File: src/rtl/lithium_air_pkg.sv
// Shared constants, FSM state type and record byte formatter for the
// breakthrough report serializer.
package lithium_air_pkg;

  localparam logic [2:0] MAT_MG = 3'd0;
  localparam logic [2:0] MAT_FE = 3'd1;
  localparam logic [2:0] MAT_CO = 3'd2;
  localparam logic [2:0] MAT_NI = 3'd3;
  localparam logic [2:0] MAT_CU = 3'd4;
  localparam logic [2:0] MAT_ZN = 3'd5;
  localparam int         MAT_MAX = 5;
  localparam logic [7:0] REC_HDR = 8'hA5;
  localparam int         REC_LEN = 7;

  typedef enum logic [0:0] {
    ST_IDLE = 1'b0,
    ST_SEND = 1'b1
  } state_e;

  // Byte idx of a record: header, material, impact MSB first, XOR checksum.
  function automatic logic [7:0] rec_byte(input logic [7:0]  mat_b,
                                          input logic [31:0] imp,
                                          input logic [2:0]  idx);
    logic [7:0] b;
    case (idx)
      3'd0:    b = REC_HDR;
      3'd1:    b = mat_b;
      3'd2:    b = imp[31:24];
      3'd3:    b = imp[23:16];
      3'd4:    b = imp[15:8];
      3'd5:    b = imp[7:0];
      3'd6:    b = REC_HDR ^ mat_b ^ imp[31:24] ^ imp[23:16] ^ imp[15:8] ^ imp[7:0];
      default: b = 8'h00;
    endcase
    return b;
  endfunction

endpackage

File: src/rtl/breakthrough_report_serializer_fifo.sv
// Synchronous FIFO; a push into a full FIFO is accepted when a pop happens
// in the same cycle.
module report_fifo #(
  parameter int DEPTH = 8,
  parameter int W     = 35
) (
  input  logic         clk,
  input  logic         reset,
  input  logic         push_i,
  input  logic [W-1:0] data_i,
  input  logic         pop_i,
  output logic [W-1:0] data_o,
  output logic         full_o,
  output logic         empty_o
);
  localparam int AW = $clog2(DEPTH);

  logic [W-1:0]  mem_q [DEPTH];
  logic [AW-1:0] wr_ptr_q, rd_ptr_q;
  logic [AW:0]   cnt_q, cnt_d;
  logic          do_push_s, do_pop_s;

  assign full_o    = (cnt_q == (AW+1)'(DEPTH));
  assign empty_o   = (cnt_q == '0);
  assign do_pop_s  = pop_i & ~empty_o;
  assign do_push_s = push_i & (~full_o | do_pop_s);
  assign data_o    = mem_q[rd_ptr_q];

  // Occupancy next-state
  always_comb begin
    cnt_d = cnt_q;
    case ({do_push_s, do_pop_s})
      2'b10:   cnt_d = cnt_q + (AW+1)'(1);
      2'b01:   cnt_d = cnt_q - (AW+1)'(1);
      default: cnt_d = cnt_q;
    endcase
  end

  // Pointers and occupancy
  always_ff @(posedge clk) begin
    if (reset) begin
      wr_ptr_q <= '0;
      rd_ptr_q <= '0;
      cnt_q    <= '0;
    end else begin
      if (do_push_s) wr_ptr_q <= wr_ptr_q + AW'(1);
      if (do_pop_s)  rd_ptr_q <= rd_ptr_q + AW'(1);
      cnt_q <= cnt_d;
    end
  end

  // Storage array
  always_ff @(posedge clk) begin
    if (do_push_s) mem_q[wr_ptr_q] <= data_i;
  end

endmodule

File: src/rtl/breakthrough_report_serializer.sv
// Captures breakthrough events, queues them and streams each as a 7-byte
// record on a valid/ready byte link, while keeping per-run statistics.
module breakthrough_report_serializer
  import lithium_air_pkg::*;
#(
  parameter int DEPTH    = 8,
  parameter int IMPACT_W = 32,
  parameter int MAT_W    = 3,
  parameter int CNT_W    = 16,
  parameter int CAP_DLY  = 1
) (
  input  logic                clk,
  input  logic                reset,
  input  logic                bt_valid,
  input  logic [MAT_W-1:0]    bt_material,
  input  logic [IMPACT_W-1:0] bt_impact,
  output logic [7:0]          tx_data,
  output logic                tx_valid,
  input  logic                tx_ready,
  output logic                tx_last,
  output logic [MAT_W-1:0]    best_material,
  output logic [IMPACT_W-1:0] best_impact,
  output logic [CNT_W-1:0]    event_count,
  output logic [CNT_W-1:0]    drop_count,
  output logic [CNT_W-1:0]    err_count
);
  localparam int REC_W = MAT_W + IMPACT_W;

  logic                bt_valid_q;
  logic                event_s, sample_s, mat_ok_s;
  logic                push_s, pop_s, full_s, empty_s, drop_s;
  logic [REC_W-1:0]    fifo_dout_s;
  state_e              state_q;
  logic [2:0]          idx_q;
  logic [MAT_W-1:0]    rec_mat_q, best_mat_q;
  logic [IMPACT_W-1:0] rec_imp_q, best_imp_q;
  logic [7:0]          tx_data_q;
  logic                tx_valid_q, tx_last_q;
  logic [CNT_W-1:0]    event_cnt_q, drop_cnt_q, err_cnt_q;

  function automatic logic [CNT_W-1:0] sat_inc(input logic [CNT_W-1:0] v);
    return (v == {CNT_W{1'b1}}) ? v : v + CNT_W'(1);
  endfunction

  assign event_s  = bt_valid & ~bt_valid_q;
  assign mat_ok_s = (bt_material <= MAT_W'(MAT_MAX));
  assign pop_s    = (state_q == ST_IDLE) & ~empty_s;
  assign push_s   = sample_s & mat_ok_s & (~full_s | pop_s);
  assign drop_s   = sample_s & mat_ok_s & full_s & ~pop_s;

  // Level history for rising-edge detection
  always_ff @(posedge clk) begin
    if (reset) bt_valid_q <= 1'b0;
    else       bt_valid_q <= bt_valid;
  end

  // Each event travels its own slot of the delay line, so overlapping events are sampled independently
  generate
    if (CAP_DLY == 0) begin : g_nodly
      assign sample_s = event_s;
    end else begin : g_dly
      logic [CAP_DLY-1:0] dly_q, dly_d;
      assign dly_d    = (dly_q << 1) | CAP_DLY'(event_s);
      assign sample_s = dly_q[CAP_DLY-1];
      // Event delay line
      always_ff @(posedge clk) begin
        if (reset) dly_q <= '0;
        else       dly_q <= dly_d;
      end
    end
  endgenerate

  report_fifo #(.DEPTH(DEPTH), .W(REC_W)) u_fifo (
    .clk    (clk),
    .reset  (reset),
    .push_i (push_s),
    .data_i ({bt_material, bt_impact}),
    .pop_i  (pop_s),
    .data_o (fifo_dout_s),
    .full_o (full_s),
    .empty_o(empty_s)
  );

  // Run statistics; invalid materials only touch event and error counts
  always_ff @(posedge clk) begin
    if (reset) begin
      event_cnt_q <= '0;
      drop_cnt_q  <= '0;
      err_cnt_q   <= '0;
      best_mat_q  <= '0;
      best_imp_q  <= '0;
    end else if (sample_s) begin
      event_cnt_q <= sat_inc(event_cnt_q);
      if (!mat_ok_s) begin
        err_cnt_q <= sat_inc(err_cnt_q);
      end else begin
        if (drop_s) drop_cnt_q <= sat_inc(drop_cnt_q);
        if (bt_impact > best_imp_q) begin
          best_imp_q <= bt_impact;
          best_mat_q <= bt_material;
        end
      end
    end
  end

  // Record serializer FSM with registered stream outputs
  always_ff @(posedge clk) begin
    if (reset) begin
      state_q    <= ST_IDLE;
      idx_q      <= 3'd0;
      rec_mat_q  <= '0;
      rec_imp_q  <= '0;
      tx_data_q  <= 8'h00;
      tx_valid_q <= 1'b0;
      tx_last_q  <= 1'b0;
    end else begin
      case (state_q)
        ST_IDLE: begin
          if (!empty_s) begin
            rec_mat_q  <= fifo_dout_s[REC_W-1 -: MAT_W];
            rec_imp_q  <= fifo_dout_s[IMPACT_W-1:0];
            idx_q      <= 3'd0;
            tx_data_q  <= REC_HDR;
            tx_valid_q <= 1'b1;
            tx_last_q  <= 1'b0;
            state_q    <= ST_SEND;
          end
        end
        ST_SEND: begin
          if (tx_ready) begin
            if (idx_q == 3'(REC_LEN - 1)) begin
              tx_valid_q <= 1'b0;
              tx_last_q  <= 1'b0;
              state_q    <= ST_IDLE;
            end else begin
              idx_q     <= idx_q + 3'd1;
              tx_data_q <= rec_byte(8'(rec_mat_q), 32'(rec_imp_q), idx_q + 3'd1);
              tx_last_q <= ((idx_q + 3'd1) == 3'(REC_LEN - 1));
            end
          end
        end
        default: begin
          tx_valid_q <= 1'b0;
          tx_last_q  <= 1'b0;
          state_q    <= ST_IDLE;
        end
      endcase
    end
  end

  assign tx_data       = tx_data_q;
  assign tx_valid      = tx_valid_q;
  assign tx_last       = tx_last_q;
  assign best_material = best_mat_q;
  assign best_impact   = best_imp_q;
  assign event_count   = event_cnt_q;
  assign drop_count    = drop_cnt_q;
  assign err_count     = err_cnt_q;

endmodule

File: config.mk
export PLATFORM = sky130hd
export DESIGN_NAME = breakthrough_report_serializer
export DESIGN_NICKNAME = d
export VERILOG_FILES = /design/src/rtl/lithium_air_pkg.sv /design/src/rtl/breakthrough_report_serializer_fifo.sv /design/src/rtl/breakthrough_report_serializer.sv
export SDC_FILE = /design/constraint.sdc
export NUM_CORES = 1
export LEC_CHECK = 0
export ABC_AREA = 0
export CAP_MARGIN = 40
export CORE_UTILIZATION = 59
export DETAILED_ROUTE_END_ITERATION = 8
export PLACE_DENSITY = 0.91
export SETUP_SLACK_MARGIN = 0.5
export SYNTH_ARGS = -nofsm -noshare
export SYNTH_HDL_FRONTEND = slang
export SYNTH_HIERARCHICAL = 1
export SYNTH_SLANG_ARGS = --single-unit
File: constraint.sdc
create_clock -name clk -period 6.74 [get_ports clk]
set_input_delay 1.348 -clock clk [delete_from_list [all_inputs] [get_ports clk]]
set_output_delay 1.348 -clock clk [all_outputs]
set_load 0.01 [all_outputs]
; After elaboration in Yosys (flattened, before gate mapping)
; Memory sizes are Yosys's and may differ from the RTL's. A register that Yosys moved wholly into a read port is not among the register bits.
; Index checks and enable logic that the tools add are counted.
[totals]
elab_cells = 102
ram_bits = 280
n_memories = 1
input_bits = 39
register_bits = 109
[memory_table]
columns = name, depth, width, rd, rd_clocked_by_memory_dff, wr, line
row1 = u_fifo.mem_q, 8, 35, 1, 1, 1, breakthrough_report_serializer_fifo.sv:18  ; logic [W-1:0] mem_q [DEPTH];
[op_classes]
n_bitwise = 24
n_addsub = 8
muxes = 24
eq_ne = 17
order_cmp = 2
reduce_logical = 11
[op_table]
columns = cell, n
row1 = $pmux 8 s7, 1
row2 = $add 16x1->16 const B, 3
row3 = $eq 16x16->1 const B, 3
row4 = $gt 32x32->1, 1
row5 = $xor 8x8->8, 4
row6 = $mux 8, 3
row7 = $pmux 8 s2, 1
row8 = $eq 3x3->1 const B, 4
row9 = $reduce_and 3->1, 4
row10 = $mux 1, 11
row11 = $add 3x1->3 const B, 3
row12 = $mux 3, 3
row13 = $not 1->1, 9
row14 = $and 1x1->1, 8
row15 = $pmux 4 s2, 1
row16 = $eq 3x2->1 const B, 2
row17 = $ne 2x2->1 const B, 3
row18 = $pmux 1 s2, 3
row19 = $pmux 3 s2, 1
row20 = $reduce_and 2->1, 3
row21 = $add 4x1->4 const B, 1
row22 = $eq 4x4->1 const B, 1
row23 = $logic_not 4->1, 1
row24 = $not 2->4, 1
row25 = other kinds (10), 11

; Longest topological paths before layout
; Gate-level depths: netlist of the first run.
[logic_depth]
ltp_word = 9
depth_mapped = 15
mapped_depth_nobuf = 12

; Cells and area by module
; Netlist of the first run, hierarchy kept.
[by_module_without_submodules]
columns = module, seq_area_each_um2, area_each_um2, n_inst, cells_per_inst
row1 = report_fifo, 8668.3, 11403.4, 1, 488
row2 = breakthrough_report_serializer, 2682.6, 6901.6, 1, 806

; Worst setup path after synthesis of the first run
; No wires, ideal clock.
[synth_timing]
kind = reg2reg
startpoint = register u_fifo.cnt_q[0]
endpoint = memory u_fifo.mem_q[0][0] (enable)
arrival_time_ns = 5.323
setup_time_ns = 0.515
slack_ns = 0.902
path_stages_with_launch = 11
cell_sequence = dfxtp_1 -> or3_1 -> buf_2 -> nor2_1 -> or2_2 -> clkbuf_1 -> buf_1 -> a21oi_1 -> buf_2 -> o21ai_4 -> nor4_1
[synth_via]
elab_chain_len = 8
elab_cells_between_ends = 12
cone_classes = eq/ne: 1 / mux: 2 / bitwise: 8 / reduce/logical: 1
[synth_lines]
columns = item, line
row1 = start: declaration, breakthrough_report_serializer_fifo.sv:20  ; logic [AW:0] cnt_q, cnt_d;
row2 = start signal: assignment, breakthrough_report_serializer_fifo.sv:48  ; cnt_q <= cnt_d;
row3 = $logic_not 4->1, breakthrough_report_serializer_fifo.sv:24  ; assign empty_o = (cnt_q == '0);
row4 = via empty_s, breakthrough_report_serializer.sv:31  ; logic push_s, pop_s, full_s, empty_s, drop_s;
row5 = $not 1->1 (no source line), n/a
row6 = $and 1x1->1, breakthrough_report_serializer.sv:47  ; assign pop_s = (state_q == ST_IDLE) & ~empty_s;
row7 = $or 1x1->1, breakthrough_report_serializer.sv:48  ; assign push_s = sample_s & mat_ok_s & (~full_s | pop_s);
row8 = $and 1x1->1, breakthrough_report_serializer.sv:48
row9 = via push_s, breakthrough_report_serializer.sv:31
row10 = $and 1x1->1, breakthrough_report_serializer_fifo.sv:26  ; assign do_push_s = push_i & (~full_o | do_pop_s);
row11 = $mux 1, breakthrough_report_serializer_fifo.sv:54  ; if (do_push_s) mem_q[wr_ptr_q] <= data_i;
row12 = $mux 1 (implied by the code), breakthrough_report_serializer_fifo.sv:54
row13 = end: declaration, breakthrough_report_serializer_fifo.sv:18
; The timed path passes the listed nets, and every way through them passes these cells.

; Worst setup path in the final report of the first run
[layout_timing]
startpoint = input bt_impact[18]
endpoint = register best_imp_q[31], in the netlist best_impact[31]
[layout_via]
elab_chain_len = 2
[layout_lines]
columns = item, line
row1 = start: declaration, breakthrough_report_serializer.sv:16  ; input logic [IMPACT_W-1:0] bt_impact,
row2 = $gt 32x32->1, breakthrough_report_serializer.sv:98  ; if (bt_impact > best_imp_q) begin
row3 = $reduce_and 3->1 (no source line), n/a
row4 = end signal: assignment, breakthrough_report_serializer.sv:99  ; best_imp_q <= bt_impact;
row5 = end: declaration, breakthrough_report_serializer.sv:36  ; logic [IMPACT_W-1:0] rec_imp_q, best_imp_q;
; No other way between the ends.
; A chain may end at the register's enable or synchronous reset.

==> results of run 1 <==
through the flow:
step           worst slack (ps)  hold WS, ps  area (um2)  total power [mW]  std cells
2_1_floorplan               902          367       18300              3.42       1294
3_3_place_gp               1990          373       20000              3.59       1774
3_5_place_dp               1810          377       20100              3.64       1778
4_1_cts                    2250          381       21400              5.91       1855
5_1_grt                    2030          400       21400              6.07       1855
6_report                   2240          376       21400              5.89       1855
final timing paths:
kind	end	from	cells after the start
setup / recovery	best_impact[31]	bt_impact[18]	9
hold / removal	g_dly.dly_q	bt_valid_q	1
hold reg to reg	g_dly.dly_q	bt_valid_q	1
setup reg to reg	u_fifo/mem_q[6][32]	u_fifo/cnt_q[0]	8
sequential cells by signal, summed over array words and instances (netlist names), 4 cells and up, named ones only:
signal / count
u_fifo/mem_q: 280
best_impact: 32
rec_imp_q: 32
drop_count: 16
err_count: 16
event_count: 16
tx_data: 8
u_fifo/cnt_q: 4
layout by cell type, fill, tap and decap left out, drive strengths merged, types with 42 or more instances in the layout:
cell type / count
a21oi: 66
clkbuf: 59
clkdlybuf4s50: 130
dfxtp: 147
edfxtp: 280
ha: 45
inv: 42
mux4: 70
nand2: 107
nand2b: 74
nor2: 80
layout make-up:
cell class	count	area share
flip-flops and latches	427	0.530
inverters	41	0.00719
clock buffers	59	0.0565
well taps	396	0.0231
repair buffers	150	0.0718
clock inverters	18	0.00631
multi-input cells	764	0.305
cells by family (layout without fill, tap and decap cells):
kind of cell    count (synthesis)  count (layout)  share of synthesized area
compound gates                130             130                     0.0462
xor+xnor                       74              74                     0.0369
fa+ha+maj                      46              46                     0.0319
buf+inv                       103             268                     0.0266
flops                         427             427                      0.620
mux                           146             146                      0.138
simple gates                  368             368                      0.100
routing by layer:
layer  vias up  GRT usage  share of wire
met1      5704      0.355           0.37
met5         -          0              0
met3       167     0.0411          0.092
li1       5101          -              -
met4         0      0.142          0.049
met2       731      0.456           0.49
power groups by stage:
| stage | sequential (mW) | combinational [mW] | clock (mW) |
|---|---|---|---|
| after floorplan | 2.99 | 0.429 | 0 |
| after global placement | 3.00 | 0.597 | 0 |
| after detailed placement | 3.00 | 0.632 | 0 |
| after CTS | 2.95 | 0.653 | 2.30 |
| after global routing | 2.96 | 0.706 | 2.41 |
| final | 2.95 | 0.657 | 2.28 |
==> impl_metrics.env, run 1 <==
export IMPL_outcome="finished clean"
export IMPL_synthCells=1294
export IMPL_max_freq_mhz=222
export IMPL_max_stage_delay_ps=950
export IMPL_diodes=0
export IMPL_clkPwrFrac=0.387
export IMPL_die_w_um=178
export IMPL_setup_viol=0
export IMPL_seqCellArea_um2=11400
export IMPL_route_detailed_drc=0
export IMPL_cts_buffer_depth=3
export IMPL_crit_buf_inv=2
export IMPL_grt_pass1_wl_mm=65.8
export IMPL_antenna_found_initial=0
export IMPL_fin_crit_ps=4500
export IMPL_switching_share=0.244
export IMPL_antenna_left=0
export IMPL_synth_area_leaders="edfxtp_1 46%, dfxtp_1 16%, mux4_1 5.6%"
export IMPL_p_leak_nw=7.26
export IMPL_hold_path_class="reg -> reg"
export IMPL_area_delta_synth_final_pct=17.0
export IMPL_critPathCaptureType="flip-flop"
export IMPL_place_gp_congestion=0.866
export IMPL_rrSetupSlack_ps=2300
export IMPL_port_buffers=131
export IMPL_synth_seq_area_share=0.620
export IMPL_synth_common_cells="280 x edfxtp_1, 147 x dfxtp_1, 107 x nand2_1"
export IMPL_skew_ps=36.8
export IMPL_cp_top_family="compound AO/OA/AOI/OAI gates"
export IMPL_synth_ff_type="edfxtp_1"
export IMPL_yosys_area_top_type="edfxtp_1"
export IMPL_cp_arrival_ps=4960
export IMPL_die_h_um=178
export IMPL_slew_headroom=0.249
export IMPL_synth_cell_types=68
export IMPL_postCtsSetupBuffers=0
export IMPL_intPower_mw=4.45
export IMPL_cts_tree="built"
export IMPL_hpwlAfterDp_mm=25.5
export IMPL_root_buffer="clkbuf_16"
export IMPL_synth_edff_count=280
export IMPL_grtUsageTotal=0.276
export IMPL_async_reset_ff_frac=0
export IMPL_p_sw_mw=1.44
export IMPL_required_ps=7210
export IMPL_cp_start_kind="primary input"
export IMPL_initial_core_util=0.598
export IMPL_htreeDepth=2
export IMPL_grt_pass1_vias=11559
export IMPL_dr_pass1_iters=6
export IMPL_final_util=0.700
export IMPL_routedWlPerCell_um=23.1
export IMPL_synth_area_per_cell_um2=14.1
export IMPL_fin_nets=1511
export IMPL_ios=132
export IMPL_core_um2=30600
export IMPL_critical_path_class="in -> reg"
export IMPL_post_cts_resized=0
export IMPL_cp_cell_sequence="clkdlybuf4s50_1 -> ha_1 -> a211oi_1 -> a211oi_1 -> o21ai_0 -> o211ai_1 -> a22oi_2 -> buf_12 -> mux2i_1"
export IMPL_drive_above_1_share=0.117
export IMPL_tightest_slew_ps=1130
export IMPL_powerDensity_nw_per_um2=275
export IMPL_critPathSlowestCell="a22oi_2"
export IMPL_synth_top_area_frac=0.459
export IMPL_cts_hold_buffers=0
export IMPL_crit_top_cell="a211oi_1"
export IMPL_dieArea_um2=31700
export IMPL_cts_sinks=427
export IMPL_vdd_ir_drop_worst_uv=224
export IMPL_drv_slew=0
export IMPL_clkSlewWorstSetupHoldPaths_ps=60
export IMPL_grt_max_degree=72
export IMPL_syn_area_um2=18300
export IMPL_clk_insertion_delay_late_ps=560
export IMPL_post_route_period_util=0.668
export IMPL_synth_nets=1379
export IMPL_vias_per_cell=6.31
export IMPL_pwr_share_comb=0.112
export IMPL_fin_tns_setup_ps=0
export IMPL_hold_violations=0
export IMPL_vias=11703
export IMPL_multi_input_area_um2=6520
export IMPL_rsz0062_at_grt="no"
export IMPL_ys_seq_elements=427
export IMPL_maxCapViolCount=0
export IMPL_nFillCells=1824
export IMPL_rows=64
export IMPL_crit_fanout=23
export IMPL_synth_most_common_cell="edfxtp_1"
export IMPL_totalWireLength_mm=42.8
export IMPL_cts_buffers=42
export IMPL_drt_first_iter_violations=1140
export IMPL_seqPwrFrac=0.501
export IMPL_grt_ovfl_total=0
export IMPL_synth_warnings=6
Power figures use the tool's default switching activity.
==> run 2, diff against run 1 <==
--- a/config.mk
+++ b/config.mk
@@ -7,9 +7,9 @@
 export LEC_CHECK = 0
 export ABC_AREA = 0
 export CAP_MARGIN = 40
-export CORE_UTILIZATION = 59
+export CORE_UTILIZATION = 53
 export DETAILED_ROUTE_END_ITERATION = 8
-export PLACE_DENSITY = 0.91
+export PLACE_DENSITY = 0.87
 export SETUP_SLACK_MARGIN = 0.5
 export SYNTH_ARGS = -nofsm -noshare
 export SYNTH_HDL_FRONTEND = slang
==> constraint.sdc (replaced) <==
create_clock -name clk -period 3.7 [get_ports clk]
set_input_delay 0.74 -clock clk [delete_from_list [all_inputs] [get_ports clk]]
set_output_delay 0.74 -clock clk [all_outputs]
set_load 0.01 [all_outputs]
==> impl_metrics.env, run 2 (synthesis results as in run 1) <==
export IMPL_root_buffer="clkbuf_16"
export IMPL_grtUsageTotal=0.239
export IMPL_final_common_cell="edfxtp_1"
export IMPL_setup_viol=0
export IMPL_cp_cell_sequence="clkdlybuf4s50_1 -> ha_1 -> nand4_1 -> or2_1 -> nor3_1 -> a21oi_1 -> a22oi_2 -> buf_12 -> mux2i_1"
export IMPL_drv_slew=0
export IMPL_vias=11587
export IMPL_cp_start_kind="primary input"
export IMPL_grt_ovfl_total=0
export IMPL_cts_hold_buffers=0
export IMPL_grt_max_degree=80
export IMPL_area_delta_synth_final_pct=19.7
export IMPL_dr_pass1_iters=6
export IMPL_drt_first_iter_violations=881
export IMPL_fin_nets=1545
export IMPL_antenna_found_initial=0
export IMPL_port_buffers=131
export IMPL_cp_arrival_ps=3450
export IMPL_diodes=0
export IMPL_place_gp_congestion=0.839
export IMPL_p_leak_nw=7.45
export IMPL_hold_violations=0
export IMPL_vias_per_cell=5.97
export IMPL_tightest_slew_ps=825
export IMPL_skew_ps=29.5
export IMPL_critical_path_class="in -> reg"
export IMPL_layout_common_cells="280 x edfxtp_1, 142 x dfxtp_1, 130 x clkdlybuf4s50_1"
export IMPL_hpwlAfterDp_mm=26.3
export IMPL_rrSetupSlack_ps=780
export IMPL_grt_pass1_vias=11448
export IMPL_post_route_period_util=0.811
export IMPL_max_stage_delay_ps=430
export IMPL_rows=67
export IMPL_totalWireLength_mm=42.2
export IMPL_die_h_um=188
export IMPL_required_ps=4150
export IMPL_crit_fanout=18
export IMPL_htreeDepth=2
export IMPL_die_w_um=188
export IMPL_crit_buf_inv=2
export IMPL_outcome="finished clean"
export IMPL_core_um2=33800
export IMPL_final_util=0.649
export IMPL_grt_pass1_wl_mm=64.9
export IMPL_cts_tree="built"
export IMPL_route_detailed_drc=0
export IMPL_cts_buffer_depth=3
export IMPL_clkSlewWorstSetupHoldPaths_ps=60
export IMPL_postCtsSetupBuffers=0
export IMPL_maxCapViolCount=0
export IMPL_slew_headroom=0.450
export IMPL_top_register="u_fifo/mem_q"
export IMPL_vdd_ir_drop_worst_uv=385
export IMPL_hold_path_class="reg -> reg"
export IMPL_rsz0062_at_grt="no"
export IMPL_largest_reg_flops=280
export IMPL_cts_buffers=42
export IMPL_fin_crit_ps=3000
export IMPL_max_freq_mhz=333
export IMPL_critPathCaptureType="flip-flop"
export IMPL_fin_tns_setup_ps=0
export IMPL_ios=132
export IMPL_antenna_left=0
export IMPL_drive_above_1_share=0.141
export IMPL_clk_insertion_delay_late_ps=550
export IMPL_cts_sinks=427
export IMPL_powerDensity_nw_per_um2=497
export IMPL_routedWlPerCell_um=21.7
export IMPL_initial_core_util=0.542
export IMPL_cp_top_family="simple AND/OR/NAND/NOR gates"
export IMPL_critPathSlowestCell="clkdlybuf4s50_1"
export IMPL_dieArea_um2=35300
==> run 2: path summary, 6_finish.rpt <==
kind,from,to,depth (start not counted)
hold / removal,bt_valid_q,g_dly.dly_q,1
hold reg to reg,bt_valid_q,g_dly.dly_q,1
setup reg to reg,u_fifo/cnt_q[1],u_fifo/cnt_q[3],13
setup / recovery,bt_impact[15],best_impact[5],9
==> run 2: layout make-up <==
class | count | area [um2]
Clock buffer | 63 | 1240
Clock inverter | 15 | 163
Fill cell | 2247 | 11900
Inverter | 41 | 154
Multi-Input combinational cell | 764 | 6590
Sequential cell | 427 | 11400
Tap cell | 448 | 561
Timing Repair Buffer | 184 | 1850
==> run 2: routing by layer <==
layer	vias to the layer above	track usage	part of all wire
met1	5722	0.313	0.39
met2	589	0.408	0.50
met3	113	0.0320	0.078
met4	0	0.0901	0.035
met5	-	0	0
li1	5163	-	-
==> run 2: through the flow <==
stage | cell area [um2] | total power, mW | hold WS (ps) | worst slack, ps | cells
6_report | 21900 | 10.9 | 384 | 701 | 1942
5_1_grt | 21900 | 11.2 | 407 | 498 | 1942
4_1_cts | 21900 | 10.9 | 385 | 513 | 1942
3_5_place_dp | 20500 | 6.68 | 376 | 226 | 1864
3_3_place_gp | 20500 | 6.61 | 372 | 386 | 1862
2_1_floorplan | 18400 | 6.27 | 367 | 512 | 1294
==> run 2: repair_timing <==
action | 4_1_cts | 5_1_grt
resized for setup | 0 | 4
endpoints found under the hold margin | 0 | 0
endpoints found under the setup margin | 0 | 2
==> run 2: power breakdown <==
group,internal (mW),switching (mW)
Clock,2.48,1.78
Sequential,5.23,0.169
Combinational,0.554,0.661
Total,8.27,2.61
